--- src/rtl/hazard_scoreboard.sv ---
// hazard_scoreboard: D-stage stall and forwarding selects from in-flight register writes plus a HI/LO busy timer.
// Ports: clk, reset (async, active high); flush kills every tracked write and blocks issue;
//        d_* describe the instruction in D; stall holds F/D and bubbles E; fwd_rs/fwd_rt pick
//        the operand source (0 = register file, k+1 = tracked stage k); md_busy = HI/LO timer
//        running; stall_cnt = stall cycles since reset.
module hazard_scoreboard #(
    parameter int REGS = 32,
    parameter int DEPTH = 4,
    parameter int TW = 3,
    parameter int MULT_CYC = 5,
    parameter int DIV_CYC = 10,
    localparam int AW = $clog2(REGS),
    localparam int SW = $clog2(DEPTH + 1)
) (
    input  logic          clk,
    input  logic          reset,
    input  logic          flush,
    input  logic          d_valid,
    input  logic [AW-1:0] d_rs,
    input  logic [AW-1:0] d_rt,
    input  logic [TW-1:0] d_tuse_rs,
    input  logic [TW-1:0] d_tuse_rt,
    input  logic [AW-1:0] d_dst,
    input  logic [TW-1:0] d_tnew,
    input  logic          d_md_use,
    input  logic          d_md_start,
    input  logic          d_md_div,
    output logic          stall,
    output logic [SW-1:0] fwd_rs,
    output logic [SW-1:0] fwd_rt,
    output logic          md_busy,
    output logic [31:0]   stall_cnt
);
    localparam int MX = DIV_CYC > MULT_CYC ? DIV_CYC : MULT_CYC;
    localparam int CW = $clog2(MX + 1);
    logic          v_q   [DEPTH];
    logic          v_d   [DEPTH];
    logic [AW-1:0] dst_q [DEPTH];
    logic [AW-1:0] dst_d [DEPTH];
    logic [TW-1:0] rem_q [DEPTH];
    logic [TW-1:0] rem_d [DEPTH];
    logic [CW-1:0] md_q, md_d;
    logic [31:0]   cnt_q;
    logic          rs_hit, rt_hit, issue;
    logic [TW-1:0] rs_rem, rt_rem;
    logic [SW-1:0] rs_idx, rt_idx;
    // Walk oldest to youngest so the youngest matching entry is the one left standing.
    always_comb begin
        rs_hit = 1'b0;
        rs_rem = '0;
        rs_idx = '0;
        rt_hit = 1'b0;
        rt_rem = '0;
        rt_idx = '0;
        for (int k = DEPTH - 1; k >= 0; k--) begin
            if (v_q[k] && dst_q[k] == d_rs && d_rs != '0) begin
                rs_hit = 1'b1;
                rs_rem = rem_q[k];
                rs_idx = SW'(k + 1);
            end
            if (v_q[k] && dst_q[k] == d_rt && d_rt != '0) begin
                rt_hit = 1'b1;
                rt_rem = rem_q[k];
                rt_idx = SW'(k + 1);
            end
        end
    end
    assign md_busy   = md_q != '0;
    assign stall     = d_valid & ((rs_hit & (rs_rem > d_tuse_rs)) | (rt_hit & (rt_rem > d_tuse_rt)) | (d_md_use & md_busy));
    assign fwd_rs    = rs_hit && rs_rem == '0 ? rs_idx : '0;
    assign fwd_rt    = rt_hit && rt_rem == '0 ? rt_idx : '0;
    assign issue     = d_valid & ~stall & ~flush;
    assign stall_cnt = cnt_q;
    // The pipe shifts every cycle; a non-issuing cycle inserts a bubble at entry 0.
    always_comb begin
        v_d[0]   = issue;
        dst_d[0] = issue ? d_dst : '0;
        rem_d[0] = issue && d_tnew != '0 ? d_tnew - TW'(1) : '0;
        for (int k = 1; k < DEPTH; k++) begin
            v_d[k]   = v_q[k-1] & ~flush;
            dst_d[k] = dst_q[k-1];
            rem_d[k] = rem_q[k-1] != '0 ? rem_q[k-1] - TW'(1) : '0;
        end
        md_d = issue && d_md_start ? (d_md_div ? CW'(DIV_CYC) : CW'(MULT_CYC))
             : md_q != '0 ? md_q - CW'(1) : '0;
    end
    always_ff @(posedge clk or posedge reset) begin
        if (reset) begin
            for (int k = 0; k < DEPTH; k++) begin
                v_q[k]   <= 1'b0;
                dst_q[k] <= '0;
                rem_q[k] <= '0;
            end
            md_q  <= '0;
            cnt_q <= '0;
        end else begin
            for (int k = 0; k < DEPTH; k++) begin
                v_q[k]   <= v_d[k];
                dst_q[k] <= dst_d[k];
                rem_q[k] <= rem_d[k];
            end
            md_q  <= md_d;
            cnt_q <= cnt_q + {31'd0, stall};
        end
    end
endmodule

--- config.mk ---
export PLATFORM = sky130hd
export DESIGN_NAME = hazard_scoreboard
export DESIGN_NICKNAME = d
export VERILOG_FILES = /design/src/rtl/hazard_scoreboard.sv
export SDC_FILE = /design/constraint.sdc
export NUM_CORES = 1
export LEC_CHECK = 0
export CAP_MARGIN = 40
export CORE_AREA = 3 3 104 86
export CTS_CLUSTER_SIZE = 16
export DETAILED_ROUTE_END_ITERATION = 8
export DIE_AREA = 0 0 107 89
export GPL_TIMING_DRIVEN = 0
export PLACE_DENSITY = 0.77
export REMOVE_ABC_BUFFERS = 1
export SLEW_MARGIN = 20
export SYNTH_ARGS = -nofsm -noshare
export SYNTH_HDL_FRONTEND = slang
export SYNTH_SLANG_ARGS = --single-unit
--- constraint.sdc ---
create_clock -name clk -period 8.9 [get_ports clk]
set_input_delay 1.78 -clock clk [delete_from_list [all_inputs] [get_ports clk]]
set_output_delay 1.78 -clock clk [all_outputs]
set_load 0.02 [all_outputs]
# Yosys cells after proc, flatten, opt, wreduce, memory -nomap -nowiden
# Cells that the tools add are included.
dict set report totals {
  register_bits 72
  input_bits 31
  output_inout_bits 40
  wordCells 106
}
dict set report op_classes {
  addsub 6
  order_cmp 2
  n_eq_ne 8
  muxes 34
  bitwise_logic 13
  reduce_logical 29
}
# cell n
set op_table {}
lappend op_table {{3-bit two-way mux} 22}
lappend op_table {{5-bit equality test} 8}
lappend op_table {{32-bit by 1-bit adder with 32-bit output} 1}
lappend op_table {{1-bit logical AND} 20}
lappend op_table {{4-bit two-way mux} 3}
lappend op_table {{3-bit nonzero test} 4}
lappend op_table {{3-bit by 1-bit subtractor with 3-bit output (second input constant)} 4}
lappend op_table {{5-bit nonzero test} 2}
lappend op_table {{1-bit bitwise AND} 9}
lappend op_table {{1-bit two-way mux} 8}
lappend op_table {{3-bit greater-than comparator} 2}
lappend op_table {{3-bit logical NOT} 2}
lappend op_table {{5-bit two-way mux} 1}
lappend op_table {{4-bit nonzero test} 1}
lappend op_table {{4-bit by 1-bit subtractor with 4-bit output (second input constant)} 1}
lappend op_table {{1-bit NOT} 2}
lappend op_table {{1-bit bitwise OR} 2}

# Depth between registers and ports, before layout
# Gate-level depths: netlist (run 1).
dict set report logic_depth {
  word_depth 17
  mapped_depth 19
  depth_no_buf 18
}

# Worst setup path before layout (run 1)
# No wires, ideal clock.
dict set report synth_path {
  path_type {input port to output port}
  start {input port d_rt[4]}
  end {output port stall}
  arrival_time_ns 4.330
  t_required_ns 7.120
  path_slack_ns 2.790
  path_stages 12
  path_buffers 1
  path_cell_list {clkbuf_1 or4_4 nor2_8 nor4_1 nand3_1 a221oi_1 ha_1 nor2b_1 o21ai_0 a32oi_1 o41ai_2 a31oi_1}
}
dict set report synth_between {
  elab_chain_cells 12
  elab_cells_between_ends 26
  classes_between {order compare (1); eq/ne (4); mux (8); bitwise (4); reduce/logical (9)}
}
# element line_no
set synth_lines {}
lappend synth_lines {{start: declaration} 20} ;# input logic [AW-1:0] d_rt,
lappend synth_lines {{5-bit equality test} 61} ;# if (v_q[k] && dst_q[k] == d_rt && d_rt != '0) begin
lappend synth_lines {{1-bit logical AND (2 in series)} 61}
lappend synth_lines {{3-bit two-way mux (4 in series)} 61}
lappend synth_lines {{3-bit greater-than comparator} 69} ;# assign stall = d_valid & ((rs_hit & (rs_rem > d_tuse_rs)) | (rt_hit & (rt_rem > d_tuse_rt)) | (d_md_use & md_b ...
lappend synth_lines {{1-bit bitwise AND (*)} 69}
lappend synth_lines {{1-bit bitwise OR (*) (2 in series)} 69}
lappend synth_lines {{1-bit bitwise AND (*)} 69}
lappend synth_lines {{end: declaration} 28} ;# output logic stall,
# Mark *: on every way between the ends. The rest lies on a longest branch, timed or not.

# Worst setup path after layout (run 1)
dict set report layout_path {
  start {input port d_rt[3]}
  end {output port stall}
}
# The elaborated chain is that of the path after synthesis.

==> results of run 1 <==
logic make-up after synthesis:
| logic type | synth area share [%] |
|---|---|
| DFF | 47.1 |
| and+or+nand+nor | 21.0 |
| buffers and inverters | 3.95 |
| xor gates and xnor gates | 16.0 |
| AOI/OAI and AO/OA | 5.16 |
| adders and majority gates | 5.23 |
| muxes | 1.57 |
stage by stage:
step / std cells / power, mW
6_report: 554 / 0.798
3_3_place_gp: 537 / 0.556
5_1_grt: 554 / 0.843
3_5_place_dp: 538 / 0.564
2_1_floorplan: 359 / 0.490
4_1_cts: 554 / 0.806
worst paths after layout:
path	startpoint	endpoint	cells after the start	slack (ns)
max in group asynchronous	reset	v_q[1]$_DFF_PP0_	3	6.65
setup reg to reg	dst_q[4]$_DFF_PP0_	stall_cnt[30]$_DFF_PP0_	17	4.13
hold reg to reg	dst_d[0]$_DFF_PP0_	dst_q[0]$_DFF_PP0_	0	0.43
hold / removal	dst_d[0]$_DFF_PP0_	dst_q[0]$_DFF_PP0_	0	0.43
setup / recovery	d_rt[3]	stall	13	1.32
min in group asynchronous	reset	stall_cnt[25]$_DFF_PP0_	2	1.70
area by class of cell:
class | instances | area (um2)
Clock buffer | 11 | 151
Clock inverter | 5 | 40.0
Fill cell | 655 | 3130
Inverter | 21 | 81.3
Multi-Input combinational cell | 266 | 1880
Sequential cell | 72 | 1800
Tap cell | 108 | 135
Timing Repair Buffer | 71 | 728
registers in the layout, indices dropped and copies added (netlist names):
| name | flops |
|---|---|
| v_q | 4 |
| stall_cnt | 32 |
| rem_q | 12 |
| md_q | 4 |
| dst_q | 5 |
| dst_d | 15 |
metal layers:
layer | GRT usage, % | part of all wire [%]
met1 | 26.3 | 47
met2 | 28.5 | 46
met3 | 3.83 | 5.2
met4 | 4.99 | 1.0
met5 | 0 | 0
power breakdown:
part | total [mW] | switching (mW) | internal [mW]
logic | 0.167 | 0.0826 | 0.0840
registers | 0.392 | 0.0330 | 0.359
clock network | 0.239 | 0.121 | 0.118
worst register-to-register path: cells and delay by family, from the launching register on:
family	cells	cell delay, ns
and+or+nand+nor	7	1.90
AOI/OAI and AO/OA	5	1.24
adders and majority gates	3	0.80
DFF	1	0.41
xor gates and xnor gates	2	0.33
Yosys cell counts (2+ instances only):
| cell | n | area, um2 |
|---|---|---|
| mux2i_1 | 3 | 30.0 |
| xnor2_1 | 55 | 482 |
| clkbuf_1 | 4 | 15.0 |
| nor3_2 | 3 | 30.0 |
| nor2_8 | 2 | 40.0 |
| and3_1 | 12 | 75.1 |
| a21oi_1 | 4 | 20.0 |
| buf_6 | 3 | 33.8 |
| inv_1 | 21 | 78.8 |
| nand4_1 | 12 | 75.1 |
| nand2b_1 | 2 | 12.5 |
| nor3_1 | 6 | 30.0 |
| a221oi_1 | 4 | 35.0 |
| and4_1 | 2 | 17.5 |
| or4_4 | 2 | 22.5 |
| and2_1 | 8 | 50.1 |
| o41ai_2 | 2 | 32.5 |
| nand3_1 | 18 | 90.1 |
| a32oi_1 | 2 | 17.5 |
| nor2b_1 | 8 | 50.1 |
| dfrtp_1 | 72 | 1800 |
| nor2_1 | 35 | 131 |
| xor2_1 | 15 | 131 |
| a211oi_1 | 4 | 30.0 |
| mux2_4 | 2 | 30.0 |
| o21ai_0 | 8 | 40.0 |
| ha_1 | 16 | 200 |
| or3_1 | 8 | 50.1 |
| buf_2 | 4 | 20.0 |
| nand2_1 | 25 | 93.8 |
| nor4_1 | 4 | 25.0 |
==> flow_summary.toml, run 1 <==
[run_status]
status = "finished clean"

[clock_tree]
cts_setup_buffers = 0
clock_sinks = 72
cts_resized = 0
cts_hold_buf = 0
cts_buffer_depth = 2
path_clk_slew_ns = 0.07
clk_latency_ns = 0.34
h-tree-depth = 3
cts_tree = "built"
cts_buffers = 9
cts-root-buf = "clkbuf_8"

[sta]
timing.hold.ws_ns = 0.429
slew_headroom_pct = 50.0
rsz0062_at_grt = "no"
fin_ws_ns = 1.32
fmax_ghz = 0.132
period_share_pct = 85.2
worstMarginPinSlew_ns = 0.744
fin_crit_ns = 7.58
finClkSkew_ns = 0.0115
tns_ns = 0
hold_violations = 0
setup_viol = 0
drv_slew = 0

[worst_setup_path]
path_class = "input port to primary output"
path_max_fanout = 7
start_kind = "input port"
crit_path_max_incr_delay_ns = 0.68
cp_top_family = "buffers and inverters"
critical-path-slowest-cell = "clkdlybuf4s50_1"
crit_chain = "clkdlybuf4s50_1, or4_4, nor2_8, nor4_1, nand3_1, a221oi_1, ha_1, nor2b_1, o21ai_0, a32oi_1, o41ai_2, a31oi_1, clkdlybuf4s50_1"
crit_path_frequent_cell = "clkdlybuf4s50_1"
setup.worst_path.end_class = "primary output"
path_buf_inv = 2
worstPathArrival_ns = 5.80
critPathRequiredTime_ns = 7.12

[routing]
dr.pass1.iters = 4
routedWlPerCell_um = 14.8
drtIter0Drc = 163
viasPerCell = 5.16
wl_um = 8200
antenna_left = 0
vias = 2856
drc = 0

[cells_and_area]
stdcell_area_um2 = 4810
layout-drive-gt1-share_pct = 6.73
final_common_cell = "dfrtp_1"
layout_common_cells = "72 x dfrtp_1, 70 x clkdlybuf4s50_1, 55 x xnor2_1, 35 x nor2_1, 25 x nand2_1"
finish.utilization_pct = 60.6
num_antenna_cells = 0
syn2layout_area_growth_pct = 25.7
final_nets = 488

[worst_hold_path]
min_path_type = "flop to flop"

[floorplan]
row_count = 29
start_util_pct = 48.2
die_w_um = 107
die_h_um = 89
ios = 71
dieArea_um2 = 9520
coreArea_um2 = 7950

[pwr]
power_density_nw_per_um2 = 166
p_leak_nw = 2.18
peakVddDrop_v = 0.000111

[placed_design]
gp_congestion = 0.913
portBuffers = 70
dp_worst_setup_slack_ns = 1.35
hpwl_um = 6360
dpl-instance-area_um2 = 4620

[synthesis]
synth_edf_count = 0
synth_area_per_cell_um2 = 10.3
synth_seq_area_share_pct = 47.1
synth_area_um2 = 3830
synthArstFlopShare_pct = 100
synth-main-ff-cell = "dfrtp_1"
yosysWarningCount = 0
ys_types = 36
syn_inst = 371
synth_seq_cells = 72

[global_route]
grt_pass1_vias = 2812
grt_max_degree = 61
overflow = 0
grt_pass1_wl_um = 13600
antenna_found_initial = 0
track_usage_pct = 18.3

[flow_run]
max-cap-violations = 0
(Power assumes the default switching activity.)
==> run 2: changes to the inputs <==
--- a/config.mk
+++ b/config.mk
@@ -5,11 +5,11 @@
 export SDC_FILE = /design/constraint.sdc
 export NUM_CORES = 1
 export LEC_CHECK = 0
-export CAP_MARGIN = 40
-export CORE_AREA = 3 3 104 86
-export CTS_CLUSTER_SIZE = 16
+export CAP_MARGIN = 5
+export CORE_AREA = 2 2 103 85
+export CTS_CLUSTER_SIZE = 24
 export DETAILED_ROUTE_END_ITERATION = 8
-export DIE_AREA = 0 0 107 89
+export DIE_AREA = 0 0 105 87
 export GPL_TIMING_DRIVEN = 0
 export PLACE_DENSITY = 0.77
 export REMOVE_ABC_BUFFERS = 1
==> flow_summary.toml, run 2 (synthesis results as in run 1) <==
[run_status]
status = "finished clean"

[clock_tree]
cts_hold_buf = 0
cts_tree = "built"
cts-root-buf = "clkbuf_8"
h-tree-depth = 3
path_clk_slew_ns = 0.07
cts_buffers = 9
cts_setup_buffers = 0
cts_buffer_depth = 2
clk_latency_ns = 0.34
clock_sinks = 72
cts_resized = 0

[global_route]
overflow = 0
track_usage_pct = 19.5
grt_use_met1_pct = 26.7
grt_pass1_wl_um = 14100
antenna_found_initial = 0
top_usage_layer = "met2"
grt_max_degree = 41
grt_pass1_vias = 2937
met3_usage_pct = 3.52
gr-usage-met2_pct = 31.0

[sta]
period_share_pct = 86.4
worstMarginPinSlew_ns = 0.869
slew_headroom_pct = 41.6
rsz0062_at_grt = "no"
timing.hold.ws_ns = 0.441
hold_violations = 0
fin_crit_ns = 7.69
fmax_ghz = 0.130
fin_ws_ns = 1.21
setup_viol = 0
finClkSkew_ns = 0.0106
tns_ns = 0
drv_slew = 0

[cells_and_area]
largest_reg_flops = 32
finish.utilization_pct = 59.3
stdcell_area_um2 = 4860
num_antenna_cells = 0
layout-drive-gt1-share_pct = 6.28
final_nets = 488
instances_no_fill = 558
final_common_cell = "dfrtp_1"
layout_common_cells = "72 x dfrtp_1, 70 x clkdlybuf4s50_1, 55 x xnor2_1, 35 x nor2_1, 25 x nand2_1"
syn2layout_area_growth_pct = 26.8

[routing]
wl_um = 8190
drc = 0
routedWlPerCell_um = 14.7
viasPerCell = 5.05
dr.pass1.iters = 4
antenna_left = 0
vias = 2819
drtIter0Drc = 127

[floorplan]
coreArea_um2 = 8180
ios = 71
die_h_um = 87
start_util_pct = 46.8
die_w_um = 105
row_count = 30
dieArea_um2 = 9140

[pwr]
peakVddDrop_v = 0.000199
switching_power_mw = 0.233
power_frac_clock_pct = 35.3
fin_total_pwr_mw = 0.862
power_density_nw_per_um2 = 178
p_sw_share_pct = 27.0
p_int_mw = 0.629
p_comb_share_pct = 19.2
p_leak_nw = 2.19
seq_power_share_pct = 45.4

[worst_setup_path]
critical-path-slowest-cell = "nor4_1"
path_max_fanout = 7
path_buf_inv = 2
crit_path_frequent_cell = "clkdlybuf4s50_1"
crit_chain = "clkdlybuf4s50_1, or4_4, nor2_8, nor4_1, nand3_1, a221oi_1, ha_1, nor2b_1, o21ai_0, a32oi_1, o41ai_2, a31oi_1, clkdlybuf4s50_1"
setup.worst_path.end_class = "primary output"
critPathRequiredTime_ns = 7.12
start_kind = "input port"
worstPathArrival_ns = 5.91
path_class = "input port to primary output"
crit_path_max_incr_delay_ns = 0.78
cp_top_family = "simple AND/OR/NAND/NOR gates"

[placed_design]
dpl-instance-area_um2 = 4620
hpwl_um = 6420
gp_congestion = 0.877
dp_worst_setup_slack_ns = 1.32
portBuffers = 70
placed_cells = 542

[worst_hold_path]
min_path_type = "flop to flop"

[flow_run]
max-cap-violations = 0
-- run 2: final cells by class --
cell class,instances,area (um2)
Fill cell,721,3330
Multi-Input combinational cell,266,1880
Sequential cell,72,1800
Timing Repair Buffer,71,721
Tap cell,112,140
Clock buffer,11,131
Clock inverter,5,105
Inverter,21,81.3
-- run 2: final timing paths --
check / from / end / slack [ns] / depth (start not counted)
setup / recovery: d_rs[1] / stall / 1.21 / 13
hold / removal: dst_d[4]$_DFF_PP0_ / dst_q[4]$_DFF_PP0_ / 0.44 / 0
min in group asynchronous: reset / stall_cnt[29]$_DFF_PP0_ / 1.79 / 2
max in group asynchronous: reset / dst_q[2]$_DFF_PP0_ / 6.55 / 3
setup reg to reg: dst_q[4]$_DFF_PP0_ / stall_cnt[30]$_DFF_PP0_ / 4.08 / 17
hold reg to reg: dst_d[4]$_DFF_PP0_ / dst_q[4]$_DFF_PP0_ / 0.44 / 0
-- run 2: layer usage --
metal  vias to the layer above  part of all wire [%]
met5                         -                     0
met4                         0                   1.6
met3                        13                   5.1
met2                        67                    47
met1                      1350                    46
li1                       1389                     -
-- run 2: power by group through the flow --
| stage | clock [mW] | combinational (mW) | sequential [mW] |
|---|---|---|---|
| final | 0.305 | 0.166 | 0.392 |
| after global routing | 0.328 | 0.183 | 0.397 |
| after floorplan | 0 | 0.0870 | 0.403 |
| after global placement | 0 | 0.160 | 0.396 |
| after CTS | 0.311 | 0.168 | 0.392 |
| after detailed placement | 0 | 0.167 | 0.397 |
==> run 3: changes to the inputs <==
--- a/config.mk
+++ b/config.mk
@@ -10,10 +10,12 @@
 export CTS_CLUSTER_SIZE = 24
 export DETAILED_ROUTE_END_ITERATION = 8
 export DIE_AREA = 0 0 105 87
+export DONT_BUFFER_PORTS = 1
 export GPL_TIMING_DRIVEN = 0
-export PLACE_DENSITY = 0.77
+export PLACE_DENSITY = 0.66
 export REMOVE_ABC_BUFFERS = 1
 export SLEW_MARGIN = 20
 export SYNTH_ARGS = -nofsm -noshare
 export SYNTH_HDL_FRONTEND = slang
 export SYNTH_SLANG_ARGS = --single-unit
+export TNS_END_PERCENT = 5
==> flow_summary.toml, run 3 (synthesis results as in run 1) <==
[clock_tree]
clock_sinks = 72
h-tree-depth = 3
cts-root-buf = "clkbuf_8"
cts_buffers = 9
cts_hold_buf = 0
path_clk_slew_ns = 0.07
clk_latency_ns = 0.34
cts_buffer_depth = 2
cts_setup_buffers = 0
cts_tree = "built"
cts_resized = 0

[worst_hold_path]
min_to = "dst_d[1]$_DFF_PP0_"
min_from = "dst_d[6]$_DFF_PP0_"
min_path_type = "flop to flop"
min_path_cells = 0

[worst_setup_path]
path_max_fanout = 7
worstPathArrival_ns = 4.63
r2r_start = "dst_q[4]$_DFF_PP0_"
worstSetupStartpoint = "d_rt[1]"
r2r_slack_ns = 3.87
r2r-end = "stall_cnt[30]$_DFF_PP0_"
setup.worst_path.end_class = "primary output"
path_class = "input port to primary output"
critPathRequiredTime_ns = 7.12
start_kind = "input port"
reg2reg_depth = 17

[floorplan]
coreArea_um2 = 8180
die_w_um = 105
dieArea_um2 = 9140
row_count = 30
ios = 71
die_h_um = 87
start_util_pct = 46.8

[routing]
viasPerCell = 5.30
vias = 2586
drc = 0
dr.pass1.iters = 4
routedWlPerCell_um = 15.5
wl_um = 7570
antenna_left = 0
drtIter0Drc = 104

[cells_and_area]
instances_no_fill = 488
final_common_cell = "dfrtp_1"
largest_reg_flops = 32
fillers = 768
layout-drive-gt1-share_pct = 7.98
num_antenna_cells = 0
final_nets = 418
syn2layout_area_growth_pct = 9.51
layout_common_cells = "72 x dfrtp_1, 55 x xnor2_1, 35 x nor2_1, 25 x nand2_1, 20 x inv_1"

[sta]
rsz0062_at_grt = "no"
hold_violations = 0
period_share_pct = 72.1
finClkSkew_ns = 0.0125
fmax_ghz = 0.156
fin_crit_ns = 6.41
slew_headroom_pct = 52.0
drv_slew = 0
tns_ns = 0
setup_viol = 0
worstMarginPinSlew_ns = 0.713

[global_route]
grt_pass1_vias = 2564
grt_pass1_wl_um = 12800
grt_max_degree = 52
overflow = 0
track_usage_pct = 18.1
antenna_found_initial = 0

[pwr]
p_comb_share_pct = 12.1
p_int_mw = 0.622
power_frac_clock_pct = 39.9
power_density_nw_per_um2 = 202
seq_power_share_pct = 48.0
p_leak_nw = 1.96
p_sw_share_pct = 26.4
switching_power_mw = 0.223
peakVddDrop_v = 0.000126

[run_status]
status = "finished clean"

[placed_design]
placed_cells = 472
portBuffers = 0
gp_congestion = 0.867
hpwl_um = 5840

[flow_run]
max-cap-violations = 0
==> run 3: routing by layer <==
layer  global-route usage, %  share of wire [%]  vias to the layer above
met5                       0                  0                        -
met4                    5.21               0.70                        0
met3                    5.91                6.7                        4
met2                    26.0                 45                       73
met1                    26.1                 48                     1255
li1                        -                  -                     1254
==> run 3: layout make-up <==
class,instances,area [um2],area share [%]
clock inverter,7,143,3.40
multi-input combinational,266,1880,44.7
clock buffer,9,124,2.95
sequential,72,1800,43.0
tap,112,140,3.34
timing repair buffer,1,27.5,0.657
inverter,21,81.3,1.94
==> run 3: worst max-delay path, cell delays in order <==
cell and delay [ns]:
or4_4 0.55, nor2_8 0.15, or3_1 0.21, nand3_1 0.10, a221oi_1 0.47, ha_1 0.21
nor2b_1 0.12, o21ai_0 0.08, a32oi_1 0.23, o41ai_2 0.17, a31oi_1 0.57
==> run 3: how the worst max path moves through the flow <==
stage,end,slack (ns),cells past startpoint
6_report,stall,2.49,11
5_1_grt,stall,2.27,11
4_1_cts,stall,2.49,11
3_5_place_dp,stall_cnt[30]$_DFF_PP0_,2.44,17
3_3_place_gp,stall_cnt[30]$_DFF_PP0_,2.48,17
2_1_floorplan,stall,2.93,11
==> run 3: through the flow <==
| stage | hold WS [ns] | setup WS, ns | power [mW] | util [%] | area (um2) |
|---|---|---|---|---|---|
| finish | 0.432 | 2.49 | 0.845 | 51.2 | 4190 |
| global route | 0.436 | 2.27 | 0.891 | 51.2 | 4190 |
| CTS | 0.434 | 2.49 | 0.857 | 51.2 | 4190 |
| detailed placement | 0.421 | 2.44 | 0.516 | 48.0 | 3930 |
| global placement | 0.420 | 2.48 | 0.508 | 47.6 | 3900 |
| floorplan | 0.411 | 2.93 | 0.490 | - | 3760 |
==> run 3: power groups by stage <==
stage | sequential [mW] | clock [mW] | combinational [mW]
6_report | 0.406 | 0.337 | 0.102
5_1_grt | 0.412 | 0.362 | 0.117
4_1_cts | 0.406 | 0.347 | 0.104
3_5_place_dp | 0.412 | 0 | 0.103
3_3_place_gp | 0.411 | 0 | 0.0974
2_1_floorplan | 0.403 | 0 | 0.0870
==> variant (config.mk and constraints of run 2) <==
Change the parameter `TW` from 3 to 5.
--- a/src/rtl/hazard_scoreboard.sv
+++ b/src/rtl/hazard_scoreboard.sv
@@ -7,5 +7,5 @@
     parameter int REGS = 32,
     parameter int DEPTH = 4,
-    parameter int TW = 3,
+    parameter int TW = 5,
     parameter int MULT_CYC = 5,
     parameter int DIV_CYC = 10,
Interface: changed (resized d_tnew, d_tuse_rs and d_tuse_rt); port bits go from 71 to 77. The function was not compared with the original's and may differ.
==> variant against run 2 <==
Clock power is 20% lower; setup slack worse by 0.41 ns; power grew 8.6%; sequential cell count up 8; area after synthesis grew 15%; sequential power is 19% higher; count of clock-buffer cells in the layout up 2; cell area grew 12%; wire length rose by 22%; highest routed layer unchanged.
==> variant: results (changes against run 2) <==
{
  "synthesis": {
    "synth_cell_types": {"value": 59, "change": "was 36"},
    "post_synth_xor_area_fraction": {"value": 13.88, "unit": "%", "change": "was 16.01%"},
    "synth.mux.area_fraction": {"value": 1.672, "unit": "%", "change": "was 1.569%"},
    "synthTopCellsByCount": {"value": "sky130_fd_sc_hd__dfrtp_1 (80), sky130_fd_sc_hd__xnor2_1 (55), sky130_fd_sc_hd__nand2_1 (32)", "change": "was sky130_fd_sc_hd__dfrtp_1 (72), sky130_fd_sc_hd__xnor2_1 (55), sky130_fd_sc_hd__nor2_1 (35)"},
    "synth_compound_gate_area_share": {"value": 8.869, "unit": "%", "change": "was 5.163%"},
    "ys_seq_area_share": {"value": 45.34, "unit": "%", "change": "was 47.06%"},
    "synthAdderAreaFrac": {"value": 4.534, "unit": "%", "change": "was 5.229%"}
  },
  "outcome": {
    "outcome": {"value": "finished, final reports clean", "change": "unchanged"}
  },
  "timing": {
    "max_slew.worst_pin.slew": {"value": 1.113, "unit": "ns", "change": "was 0.8685 ns"},
    "final_setup_skew": {"value": 0.008159, "unit": "ns", "change": "was 0.01060 ns"}
  },
  "power": {
    "max-vdd-ir-drop": {"value": 0.1386, "unit": "mV", "change": "was 0.1987 mV"},
    "power_leakage": {"value": 2.325, "unit": "nW", "change": "was 2.193 nW"}
  },
  "routing": {
    "drt_first_pass_iters": {"value": 5, "change": "was 4"},
    "drt_iter0_markers": {"value": 242, "change": "was 127"},
    "vias": {"value": 3477, "change": "was 2819"},
    "routed_wire_per_std_cell": {"value": 15.91, "unit": "um", "change": "was 14.67 um"}
  },
  "layout": {
    "final_net_count": {"value": 565, "change": "was 488"},
    "fill_cells": {"value": 677, "change": "was 721"},
    "share_of_post_route_cells_with_drive_strength_above_1": {"value": 6.383, "unit": "%", "change": "was 6.278%"}
  },
  "placement": {
    "global_placement_routability_congestion": {"value": 0.9369, "change": "was 0.8766"},
    "place.port_buffers": {"value": 76, "change": "was 70"}
  },
  "grt": {
    "global_route_wire_length_before_repair": {"value": 16510, "unit": "um", "change": "was 14150 um"},
    "grt_max_degree": {"value": 58, "change": "was 41"},
    "grt_util_all_layers": {"value": 22.95, "unit": "%", "change": "was 19.48%"},
    "vias_in_the_first_global_route": {"value": 3282, "change": "was 2937"}
  },
  "worst_setup_path": {
    "worstPathMaxFanout": {"value": 14, "change": "was 7"},
    "timing.critical_path.arrival": {"value": 6.31, "unit": "ns", "change": "was 5.91 ns"},
    "critical_path.top_delay_family": {"value": "simple AND/OR/NAND/NOR gates", "change": "unchanged"},
    "cp_slowest_cell": {"value": "sky130_fd_sc_hd__clkdlybuf4s50_1", "change": "was sky130_fd_sc_hd__nor4_1"}
  },
  "clock_network": {
    "htree_levels": {"value": 3, "change": "unchanged"}
  }
}
-- variant: changes by cell type in the layout (fill, tap and decap cells not counted), sizes merged, moves of 7 or more --
| cell | change |
|---|---|
| inv | +7 |
| nor3 | +13 |
| o21ai | +7 |
| dfrtp | +8 |
| nor2 | -12 |
| nor3b | +7 |
-- variant: through the flow --
stage	hold WS (ns)	instance area, sq um	instances
after detailed placement	0.4216	5251	613
after CTS	0.4390	5426	629
after global routing	0.4501	5440	629
after floorplan	0.4097	4320	424
after global placement	0.4225	5221	612
final	0.4355	5440	629
-- variant: final cells by class --
type | count | area (sq um) | share of cell area, %
multi-input combinational | 317 | 2231 | 41.01
clock buffer | 13 | 148.9 | 2.737
sequential | 80 | 2002 | 36.80
inverter | 27 | 103.9 | 1.909
timing repair buffer | 77 | 788.3 | 14.49
clock inverter | 3 | 26.28 | 0.4830
tap | 112 | 140.1 | 2.576
-- variant: path summary, 6_finish.rpt --
check | startpoint | endpoint | slack, ns | cells past startpoint
max in group asynchronous | reset | dst_d[7]$_DFF_PP0_ | 6.56 | 3
min reg2reg | dst_d[10]$_DFF_PP0_ | dst_d[5]$_DFF_PP0_ | 0.44 | 0
min | dst_d[10]$_DFF_PP0_ | dst_d[5]$_DFF_PP0_ | 0.44 | 0
max | d_rs[0] | stall | 0.81 | 15
min in group asynchronous | reset | stall_cnt[21]$_DFF_PP0_ | 1.76 | 2
max reg2reg | dst_d[0]$_DFF_PP0_ | stall_cnt[28]$_DFF_PP0_ | 3.17 | 21
-- variant: routing by layer --
layer	share of wire, %	GRT usage, %
met2	45	36.30
met3	8.4	6.358
met5	0	0
met4	1.1	5.576
met1	46	31.68
-- variant: power by group --
part           total, mW  switching (mW)  internal, mW
registers          0.468          0.0553         0.413
logic              0.226           0.116         0.110
clock network      0.243           0.131         0.111
total              0.937           0.302         0.634
